===== src/rtl/assert_ctrl_pkg.sv =====
// Shared types and helpers for the assertion-control checker.
// Opcodes follow the $assertcontrol control_type numbering.
package assert_ctrl_pkg;

    typedef enum logic [3:0] {
        LOCK       = 4'd1,
        UNLOCK     = 4'd2,
        ON         = 4'd3,
        OFF        = 4'd4,
        KILL       = 4'd5,
        VACUOUSON  = 4'd10,
        VACUOUSOFF = 4'd11
    } actrl_op_e;

    localparam int unsigned N_MAX     = 32;
    localparam int unsigned DELAY_MAX = 8;
    localparam int unsigned CNT_W_MAX = 32;

    function automatic logic [31:0] sat_add(input logic [31:0] cnt,
                                            input logic [31:0] inc,
                                            input logic [31:0] max);
        logic [32:0] sum;
        sum = {1'b0, cnt} + {1'b0, inc};
        return (sum > {1'b0, max}) ? max : sum[31:0];
    endfunction

endpackage


===== src/rtl/assert_ctrl_chan.sv =====
// One monitored channel: a |-> ##DELAY b with enable, lock, vacuous-off
// state and a pending-attempt shift register.
module assert_ctrl_chan
    import assert_ctrl_pkg::*;
#(
    parameter int unsigned DELAY       = 1,
    parameter bit          EN_AT_RESET = 1'b1
) (
    input  logic      clk,
    input  logic      rst,
    input  logic      a,
    input  logic      b,
    input  logic      cmd_hit,
    input  actrl_op_e cmd_op,
    output logic      pass,
    output logic      fail,
    output logic      vac,
    output logic      en,
    output logic      lock
);

    logic             vac_off;
    logic [DELAY:1]   pend;
    logic [DELAY:1]   pend_nxt;
    logic             kill;

    // A kill on an unlocked channel drops both in-flight attempts and a same-edge start.
    assign kill = cmd_hit && (cmd_op == KILL) && !lock;

    always_comb begin
        pend_nxt    = pend << 1;
        pend_nxt[1] = a & en;
    end

    always_ff @(posedge clk) begin
        if (rst) begin
            en      <= EN_AT_RESET;
            lock    <= 1'b0;
            vac_off <= 1'b0;
            pend    <= '0;
            pass    <= 1'b0;
            fail    <= 1'b0;
            vac     <= 1'b0;
        end else begin
            pass <= pend[DELAY] &  b & !kill;
            fail <= pend[DELAY] & !b & !kill;
            vac  <= en & !a & !vac_off;
            pend <= kill ? '0 : pend_nxt;
            if (cmd_hit && (!lock || cmd_op == UNLOCK)) begin
                case (cmd_op)
                    LOCK:       lock    <= 1'b1;
                    UNLOCK:     lock    <= 1'b0;
                    ON:         en      <= 1'b1;
                    OFF:        en      <= 1'b0;
                    VACUOUSON:  vac_off <= 1'b0;
                    VACUOUSOFF: vac_off <= 1'b1;
                    default:    ;
                endcase
            end
        end
    end

endmodule


===== src/rtl/assert_ctrl_mux.sv =====
// N-channel assertion checker with run-time assertion-control commands.
// Optional vac_cnt output when ASSERT_CTRL_VAC_CNT_EN is defined.
module assert_ctrl_mux
    import assert_ctrl_pkg::*;
#(
    parameter int unsigned N           = 4,
    parameter int unsigned DELAY       = 1,
    parameter int unsigned CNT_W       = 16,
    parameter bit          EN_AT_RESET = 1'b1
) (
    input  logic             clk,
    input  logic             rst,
    input  logic [N-1:0]     a,
    input  logic [N-1:0]     b,
    input  logic             cmd_valid,
    output logic             cmd_ready,
    input  logic [3:0]       cmd_op,
    input  logic [N-1:0]     cmd_mask,
    input  logic             cnt_clr,
    output logic [N-1:0]     pass_o,
    output logic [N-1:0]     fail_o,
    output logic [N-1:0]     vac_o,
    output logic [N-1:0]     en_o,
    output logic [N-1:0]     lock_o,
    output logic [CNT_W-1:0] pass_cnt,
    output logic [CNT_W-1:0] fail_cnt,
`ifdef ASSERT_CTRL_VAC_CNT_EN
    output logic [CNT_W-1:0] vac_cnt,
`endif
    output logic             cmd_err
);

    if (N < 1 || N > N_MAX) begin : g_bad_n
        $error("assert_ctrl_mux: N out of range");
    end
    if (DELAY < 1 || DELAY > DELAY_MAX) begin : g_bad_delay
        $error("assert_ctrl_mux: DELAY out of range");
    end
    if (CNT_W < 1 || CNT_W > CNT_W_MAX) begin : g_bad_cnt_w
        $error("assert_ctrl_mux: CNT_W out of range");
    end

    localparam logic [31:0] CNT_MAX = 32'({CNT_W{1'b1}});

    logic      cmd_acc;
    logic      op_known;
    actrl_op_e op;

    assign cmd_acc = cmd_valid & cmd_ready;
    assign op      = actrl_op_e'(cmd_op);

    always_comb begin
        op_known = 1'b0;
        case (cmd_op)
            LOCK, UNLOCK, ON, OFF, KILL, VACUOUSON, VACUOUSOFF: op_known = 1'b1;
            default: op_known = 1'b0;
        endcase
    end

    for (genvar i = 0; i < N; i++) begin : g_chan
        assert_ctrl_chan #(
            .DELAY       (DELAY),
            .EN_AT_RESET (EN_AT_RESET)
        ) u_chan (
            .clk     (clk),
            .rst     (rst),
            .a       (a[i]),
            .b       (b[i]),
            .cmd_hit (cmd_acc & cmd_mask[i]),
            .cmd_op  (op),
            .pass    (pass_o[i]),
            .fail    (fail_o[i]),
            .vac     (vac_o[i]),
            .en      (en_o[i]),
            .lock    (lock_o[i])
        );
    end

    // Ready drops for the flush cycle that follows any accepted KILL.
    always_ff @(posedge clk) begin
        if (rst) begin
            cmd_ready <= 1'b1;
            cmd_err   <= 1'b0;
        end else begin
            cmd_ready <= !(cmd_acc && cmd_op == KILL);
            cmd_err   <= cmd_acc & !op_known;
        end
    end

    function automatic logic [31:0] popcount(input logic [N-1:0] v);
        logic [31:0] c;
        c = '0;
        for (int unsigned k = 0; k < N; k++) c += 32'(v[k]);
        return c;
    endfunction

    always_ff @(posedge clk) begin
        if (rst || cnt_clr) begin
            pass_cnt <= '0;
            fail_cnt <= '0;
        end else begin
            pass_cnt <= CNT_W'(sat_add(32'(pass_cnt), popcount(pass_o), CNT_MAX));
            fail_cnt <= CNT_W'(sat_add(32'(fail_cnt), popcount(fail_o), CNT_MAX));
        end
    end

`ifdef ASSERT_CTRL_VAC_CNT_EN
    always_ff @(posedge clk) begin
        if (rst || cnt_clr) vac_cnt <= '0;
        else                vac_cnt <= CNT_W'(sat_add(32'(vac_cnt), popcount(vac_o), CNT_MAX));
    end
`endif

endmodule

===== config.mk =====
export PLATFORM = sky130hd
export DESIGN_NAME = assert_ctrl_mux
export DESIGN_NICKNAME = d
export VERILOG_FILES = /design/src/rtl/assert_ctrl_pkg.sv /design/src/rtl/assert_ctrl_chan.sv /design/src/rtl/assert_ctrl_mux.sv
export SDC_FILE = /design/constraint.sdc
export NUM_CORES = 1
export LEC_CHECK = 0
export CAP_MARGIN = 0
export CELL_PAD_IN_SITES_DETAIL_PLACEMENT = 1
export CELL_PAD_IN_SITES_GLOBAL_PLACEMENT = 2
export CORE_UTILIZATION = 31
export CTS_CLUSTER_SIZE = 40
export DETAILED_ROUTE_END_ITERATION = 16
export HOLD_SLACK_MARGIN = 0.08
export PLACE_DENSITY_LB_ADDON = 0.05
export SETUP_SLACK_MARGIN = 0.1
export SYNTH_ARGS = -nofsm -noshare
export SYNTH_HDL_FRONTEND = slang
export SYNTH_SLANG_ARGS = --single-unit

===== constraint.sdc =====
create_clock -name clk -period 4.05 [get_ports clk]
set_input_delay 1.215 -clock clk [delete_from_list [all_inputs] [get_ports clk]]
set_output_delay 1.215 -clock clk [all_outputs]
set_load 0.01 [all_outputs]

# Yosys cells after proc, flatten, opt, wreduce, memory -nomap -nowiden
# Cells that the tools add are included.
# W data, S select, Z words.
dict set report totals {
  reg_bits 62
  word_cells 149
}
dict set report classes {
  eq_ne 7
  n_lt_le_gt_ge 2
  n_reduce_logical 60
  mux 6
  bitwise 34
  n_addsub 8
}
# cell count
set op_table {}
lappend op_table {{$add A16 B4 Y17} 2}
lappend op_table {{$and A1 B1 Y1} 34}
lappend op_table {{$gt A17 B16 Y1 const B} 2}
lappend op_table {{$mux W16} 2}
lappend op_table {{$reduce_and A2 Y1} 12}
lappend op_table {{$logic_not A1 Y1} 22}
lappend op_table {{$logic_and A1 B1 Y1} 13}
lappend op_table {{$add A3 B1 Y4} 2}
lappend op_table {{$eq A4 B2 Y1 const B} 2}
lappend op_table {{$eq A4 B3 Y1 const B} 2}
lappend op_table {{$eq A4 B4 Y1 const B} 2}
lappend op_table {{$reduce_or A2 Y1} 4}
lappend op_table {{$reduce_or A7 Y1} 1}
lappend op_table {{$add A2 B1 Y3} 2}
lappend op_table {{$pmux W1 S2} 3}
lappend op_table {{$reduce_bool A2 Y1} 3}
lappend op_table {{$logic_or A1 B1 Y1} 5}
lappend op_table {{$add A1 B1 Y2} 2}
lappend op_table {{$eq A4 B1 Y1 const B} 1}
lappend op_table {{$mux W1} 1}

# Longest topological paths before layout
# Gate-level depths: netlist of the first run.
dict set report depth {
  depth_word 6
  mapped_depth 10
  ltp_nobuf 9
}

# By module
# Synthesis of the first run repeated with hierarchy kept, for this count alone.
dict set report hier_totals {
  hier_cells 298
  area_unflattened_um2 2932.8
}
# module instances area_each_um2 cells_each
set by_module_without_submodules {}
lappend by_module_without_submodules {assert_ctrl_mux 1 1751.7 186}
lappend by_module_without_submodules {assert_ctrl_chan 4 295.3 28}

# Least setup slack after synthesis of the first run
# OpenSTA, ideal clock, no wires.
dict set report synth_timing {
  path_kind {register -> register}
  from {register pass_cnt[0]}
  to {register pass_cnt[10]}
  stages_incl_launch_ff 11
  t_required_ps 3980
  t_arrival_ps 2480
  slack_ps 1500
  setup_time_ps 70
  cell_sequence {dfxtp_1 -> fa_1 -> inv_1 -> fa_1 -> inv_1 -> fa_1 -> nand3_1 -> nor4_4 -> nand2_1 -> buf_2 -> a21oi_1}
}
dict set report synth_between {
  elab_chain_len 3
}
# element line
set synth_rtl {}
lappend synth_rtl {{start, declared} assert_ctrl_mux.sv:25} ;# output logic [CNT_W-1:0] pass_cnt,
lappend synth_rtl {{start signal, assigned} assert_ctrl_mux.sv:102} ;# pass_cnt <= CNT_W'(sat_add(32'(pass_cnt), popcount(pass_o), CNT_MAX));
lappend synth_rtl {{$add A16 B4 Y17 (*)} assert_ctrl_pkg.sv:23} ;# sum = {1'b0, cnt} + {1'b0, inc};
lappend synth_rtl {{$gt A17 B16 Y1} assert_ctrl_pkg.sv:24} ;# return (sum > {1'b0, max}) ? max : sum[31:0];
lappend synth_rtl {{$mux W16 (*)} assert_ctrl_pkg.sv:24}
# Every way passes the cells marked *; elsewhere a longest branch is shown, timed or not.
# A chain may end at the register's enable or synchronous reset.

# Final worst setup path of the first run
dict set report layout_timing {
  from {register pass_cnt[0]}
  to {register pass_cnt[0]}
}
# Same word-level chain as after synthesis.

==> flow_summary.ini, run 1 <==
[run_status]
status = completed

[drt]
dr_wl_met2_um = 3840
wire_per_inst_um = 15.0
wl_met1_um = 3330
dr_wl_met3_um = 327
drcViolationCount = 0
top_layer_used = met4
drt-vias-per-instance = 4.88
routed_wirelength_um = 7610
firstDrtPassIters = 4
vias = 2475
ant_nets = 0
drt-initial-drc-count = 57

[clock_tree]
clkLatencyLatePin_ns = 0.34
postCtsSetupBuffers = 0
tritoncts = built
cts.repair.resized = 0
cts-root-buf = clkbuf_8
cts_buffers = 9
cts.sinks = 62
cts_buffer_depth = 2
cts.hold.buffers_added = 0
htree_levels = 3
clkTransAtPathRegs_ns = 0.07

[final_layout]
nNetsFinal = 401
syn_to_final_growth_pct = 31.2
final_layout_size_suffix_gt1_frac = 0.0635
n_fill_cell = 1091
final_util = 0.418
diodes = 0

[yosys]
async_reset_ff_frac = 0
yosysSeqAreaShare = 0.421
ys_seq_elements = 62
synth_area_leaders = dfxtp_1 42%, a21oi_1 6.3%, buf_4 5.1%
synth_nets = 347
ys_warn_count = 0
synth_cells = 319
synth_cell_type_count = 45
yosysTopAreaCell = dfxtp_1
syn_area_um2 = 2950
synth_top_area_share = 0.421
dominantRegCellSynth = dfxtp_1
synth-edff-count = 0
avgSynthCellArea_um2 = 9.23

[floorplan]
die_x_um = 99.5
num_rows = 35
core_um2 = 9240
die_y_um = 99.5
initial_core_util = 0.319
io_pins = 74
die_area_um2 = 9900

[timing]
fin_setup_tns_ns = 0
hold_viol_final = 0
worst_pin_slew_ns = 0.889
slew_violations = 0
finalSetupViolations = 0
finalClockSkew_ns = 0.0108
min_period_ns = 3.00
slew_headroom = 0.402
max_freq_mhz = 333
rsz0062_at_grt = no
fin_crit_sh = 0.741

[setup_path]
ff2ff_setup_slack_ns = 1.05
worstPathCellList = fa_1 -> inv_1 -> fa_1 -> inv_1 -> fa_1 -> nand3_1 -> nor4_4 -> nand2_1 -> a21oi_1
slowest_stage = fa_1
r2r-end = pass_cnt[0]
cp-end-kind = flip-flop
cpMostUsedCell = fa_1
cp-endpoint = pass_cnt[0]
path_max_fanout = 12
cp.required_ns = 4.31
arrival_ns = 3.26
reg2reg_from = pass_cnt[0]
path_delay_family = adder cells
crit_type = reg -> reg
crit_path_start = pass_cnt[0]
worst-path-buf-inv = 2
cp-start-kind = flip-flop
crit_cells = 9
slowest_delay_ns = 0.54
ff2ff_path_depth = 9

[pwr]
p_leak_uw = 0.00133
power_frac_comb = 0.068
p_sw_frac = 0.222
p_int_uw = 1030
power.switching_uw = 293
p_clk_frac = 0.458
seqPwrFrac = 0.475
p_per_area_nw_per_um2 = 342
vdd_drop_max_uv = 170

[run]
cap_violations = 0

[grt]
grt_usage = 0.162
grt_pass1_vias = 2416
grt_max_degree = 33
antenna_found_initial = 0
overflow = 0
grt_pass1_wl_um = 12300

[placed_design]
hpwlAfterDp_um = 5620
portBuffers = 73
place.gp.congestion = 0.818

[min_path]
min_path_type = reg -> reg
[sequential cells by signal, indices dropped and copies added (netlist names), 4 cells and up]
register               count
pass_cnt                  16
g_chan.u_chan.pend         4
g_chan.u_chan.pass         4
g_chan.u_chan.vac_off      4
g_chan.u_chan.en           4
g_chan.u_chan.vac          4
g_chan.u_chan.fail         4
g_chan.u_chan.lock         4
fail_cnt                  16
[cell usage after synthesis, drive strengths merged (3+ instances only)]
master,count
and3,3
buf,24
nand3,8
nand4,3
nor4b,4
nor3,10
o2111ai,5
nor2,11
nor4bb,4
and4b,8
clkbuf,7
nand2,24
fa,6
nand4b,4
xor2,8
dfxtp,62
nor4,5
a21oi,37
inv,17
nor2b,3
a211oi,4
a31oi,5
xnor2,12
and4,4
o21ai,17
[per-layer routing]
metal,track usage,vias to the layer above
met2,0.279,54
met5,0,-
met1,0.187,1185
met4,0.0566,0
met3,0.0555,11
li1,-,1225
[cells by family (layout without fill, tap and decap cells)]
| family | count (synthesis) | after routing | share of synthesized area |
|---|---|---|---|
| simple gates | 106 | 106 | 0.235 |
| compound gates | 75 | 75 | 0.147 |
| flops | 62 | 62 | 0.421 |
| buf+inv | 48 | 107 | 0.0884 |
| xor+xnor | 20 | 20 | 0.0595 |
| fa+ha+maj | 8 | 8 | 0.0493 |
[how the worst min path moves through the flow]
stage	startpoint	to	slack, ns	depth (start not counted)
6_report	g_chan[0].u_chan.vac_off	g_chan[0].u_chan.vac	0.43	1
5_1_grt	g_chan[3].u_chan.vac_off	g_chan[3].u_chan.vac	0.44	1
4_1_cts	g_chan[3].u_chan.vac_off	g_chan[3].u_chan.vac	0.43	1
3_5_place_dp	g_chan[0].u_chan.vac_off	g_chan[0].u_chan.vac	0.42	1
3_3_place_gp	g_chan[0].u_chan.vac_off	g_chan[0].u_chan.vac	0.42	1
2_1_floorplan	g_chan[0].u_chan.vac_off	g_chan[0].u_chan.vac	0.39	1
[stage by stage]
stage | instance area, um^2 | setup WS [ns] | hold slack [ns] | total power [uW] | std cells
2_1_floorplan | 2950 | 1.50 | 0.390 | 687 | 319
3_3_place_gp | 3650 | 1.02 | 0.422 | 731 | 491
3_5_place_dp | 3650 | 0.943 | 0.424 | 732 | 491
4_1_cts | 3860 | 1.03 | 0.434 | 1340 | 507
5_1_grt | 3860 | 0.825 | 0.439 | 1380 | 507
6_report | 3860 | 1.05 | 0.430 | 1320 | 507
[layout by cell type (no fill, tap or decap), drive strengths merged, types with 3 or more instances in the layout]
master,count
a211oi,4
a21oi,37
a31oi,5
and3,3
and4,4
and4b,8
clkbuf,12
clkdlybuf4s50,73
dfxtp,62
fa,6
inv,17
nand2,24
nand3,8
nand4,3
nand4b,4
nor2,11
nor2b,3
nor3,10
nor4,5
nor4b,4
nor4bb,4
o2111ai,5
o21ai,17
xnor2,12
xor2,8
[power by group through the flow]
stage | sequential, uW | clock, uW | combinational [uW]
3_3_place_gp | 641 | 0 | 90.6
5_1_grt | 628 | 653 | 98.3
6_report | 627 | 604 | 89.7
2_1_floorplan | 640 | 0 | 47.4
3_5_place_dp | 641 | 0 | 91.3
4_1_cts | 627 | 623 | 91.2
[layout make-up]
class	instances	area, um^2	share of cell area
Clock buffer	12	145	0.0376
Clock inverter	4	70.1	0.0181
Inverter	17	63.8	0.0165
Multi-Input combinational cell	209	1440	0.374
Sequential cell	62	1240	0.321
Tap cell	129	161	0.0418
Timing Repair Buffer	74	738	0.191
No activity file was read; power rests on OpenSTA's default activity.
==> run 2: changes to the inputs <==
--- a/config.mk
+++ b/config.mk
@@ -8,7 +8,7 @@
 export CAP_MARGIN = 0
 export CELL_PAD_IN_SITES_DETAIL_PLACEMENT = 1
 export CELL_PAD_IN_SITES_GLOBAL_PLACEMENT = 2
-export CORE_UTILIZATION = 31
+export CORE_UTILIZATION = 26
 export CTS_CLUSTER_SIZE = 40
 export DETAILED_ROUTE_END_ITERATION = 16
 export HOLD_SLACK_MARGIN = 0.08
==> constraint.sdc (replaced) <==
create_clock -name clk -period 2.5 [get_ports clk]
set_input_delay 0.75 -clock clk [delete_from_list [all_inputs] [get_ports clk]]
set_output_delay 0.75 -clock clk [all_outputs]
set_load 0.01 [all_outputs]
==> run 2 against run 1 <==
Compared with the run above:
- final cell count up 7.1%
- first-iteration DRC count up 5.3%
- global-route usage down 1.3 points
- clock-buffer cell count down 2
- routed wire length up 9.8%
- final area up 11%
- sequential power up 63%
- sequential share of layout area down 3.2 points
- non-clock buffer count up 25
- clock power up 120%
- flip-flop and latch count unchanged
- critical path type unchanged
- largest power group is now the clock network
==> flow_summary.ini, run 2 (same netlist as run 1, synthesis figures left out) <==
[min_path]
min_to = g_chan[0].u_chan.vac
min_path_cells = 1
min_path_type = reg -> reg
min_from = g_chan[0].u_chan.vac_off

[floorplan]
initial_core_util = 0.269
io_pins = 74
die_area_um2 = 11800
die_x_um = 108
core_um2 = 10900
die_y_um = 108
num_rows = 38

[timing]
slew_headroom = 0.518
finalSetupViolations = 0
fin_ws_ns = 0.0595
fin_setup_tns_ns = 0
slew_violations = 0
fin_crit_sh = 0.976
hold_viol_final = 0
rsz0062_at_grt = yes
min_period_ns = 2.44
finalClockSkew_ns = 0.00675
worst_pin_slew_ns = 0.723
max_freq_mhz = 410

[drt]
firstDrtPassIters = 4
ant_nets = 0
wire_per_inst_um = 15.4
vias = 2562
drt-initial-drc-count = 60
routed_wirelength_um = 8350
drcViolationCount = 0
drt-vias-per-instance = 4.72

[pwr]
power.switching_uw = 541
seqPwrFrac = 0.407
p_sw_frac = 0.216
p_clk_frac = 0.530
power_frac_comb = 0.063
p_leak_uw = 0.00156
p_int_uw = 1960
p_per_area_nw_per_um2 = 581
vdd_drop_max_uv = 227

[grt]
grt_max_degree = 33
overflow = 0
grt_usage = 0.149
grt_pass1_wl_um = 13300
antenna_found_initial = 0
grt_pass1_vias = 2522

[setup_path]
reg2reg_from = g_chan[0].u_chan.fail
r2r-end = fail_cnt[12]
arrival_ns = 2.61
path_max_fanout = 4
cp-end-kind = flip-flop
ff2ff_path_depth = 10
crit_type = reg -> reg
cp.required_ns = 2.67
cp-start-kind = flip-flop
ff2ff_setup_slack_ns = 0.06

[clock_tree]
cts_buffers = 9
cts_buffer_depth = 2
cts-root-buf = clkbuf_16
cts.sinks = 62
tritoncts = built
cts.hold.buffers_added = 0
htree_levels = 3
clkLatencyLatePin_ns = 0.33
clkTransAtPathRegs_ns = 0.06

[final_layout]
syn_to_final_growth_pct = 46.2
final_cells = 543
final_common_cell = clkdlybuf4s50_1
final_util = 0.394
design_area_um2 = 4310
mostFrequentLayoutCells = 73 x clkdlybuf4s50_1, 59 x dfxtp_1, 35 x a21oi_1
n_fill_cell = 1274
reg_top3 = fail_cnt: 16 flops, pass_cnt: 16 flops
final_layout_size_suffix_gt1_frac = 0.184
diodes = 0
nNetsFinal = 426

[placed_design]
place.gp.congestion = 0.713
portBuffers = 73
dpl_worst_slack_ns = 0.0158
hpwlAfterDp_um = 6160
dp_cells = 520
place_area_um2 = 3810

[run]
cap_violations = 0

[run_status]
status = completed
run 2: critical path: stages (launching register included):
cell and delay [ns]:
dfxtp_2 0.33, fa_1 0.55, inv_2 0.04, fa_2 0.37, inv_2 0.07, fa_2 0.22, buf_6 0.12, nand3_4 0.08
nor4_4 0.29, xnor2_1 0.14, a21oi_1 0.07
run 2: power by group through the flow:
stage | logic [uW] | registers [uW] | clock network (uW)
after floorplan | 76.9 | 1040 | 0
after global placement | 156 | 1040 | 0
after detailed placement | 156 | 1040 | 0
after CTS | 158 | 1020 | 1370
after global routing | 176 | 1020 | 1420
final | 159 | 1020 | 1330
run 2: metal layers:
layer	wire (um)	share of wire	GRT usage	vias up
met5	0	0	0	-
met4	118	0.014	0.0724	0
met3	229	0.027	0.0277	8
met2	4230	0.51	0.249	46
met1	3770	0.45	0.183	1228
li1	-	-	-	1280
run 2: per-stage QoR:
| stage | hold slack, ns | power, uW |
|---|---|---|
| floorplan | 0.390 | 1110 |
| global placement | 0.412 | 1190 |
| detailed placement | 0.408 | 1190 |
| CTS | 0.417 | 2540 |
| global route | 0.427 | 2620 |
| finish | 0.413 | 2500 |
run 2: repair_timing:
action                                  CTS  global route
setup buffers                             4             3
resized for setup                         9            26
endpoints found under the hold margin     0             0
gates cloned                              0             0
endpoints found under the setup margin   19            31
pin swaps                                 3            12
run 2: worst max-delay path by stage:
stage / to / startpoint / slack, ns / cells past startpoint
floorplan: fail_cnt[10] / fail_cnt[0] / 0.11 / 9
global placement: pass_cnt[14] / pass_cnt[0] / 0.11 / 10
detailed placement: pass_cnt[14] / pass_cnt[0] / 0.02 / 10
CTS: pass_cnt[12] / pass_cnt[0] / 0.05 / 10
global route: fail_cnt[12] / g_chan[0].u_chan.fail / -0.04 / 10
finish: fail_cnt[12] / g_chan[0].u_chan.fail / 0.06 / 10
run 2: layout make-up:
cell class | count | area (um^2) | area share
multi-input cells | 209 | 1560 | 0.363
flip-flops and latches | 62 | 1240 | 0.289
repair buffers | 99 | 945 | 0.219
clock buffers | 10 | 229 | 0.0532
well taps | 140 | 175 | 0.0407
clock inverters | 6 | 86.3 | 0.0201
inverters | 17 | 63.8 | 0.0148
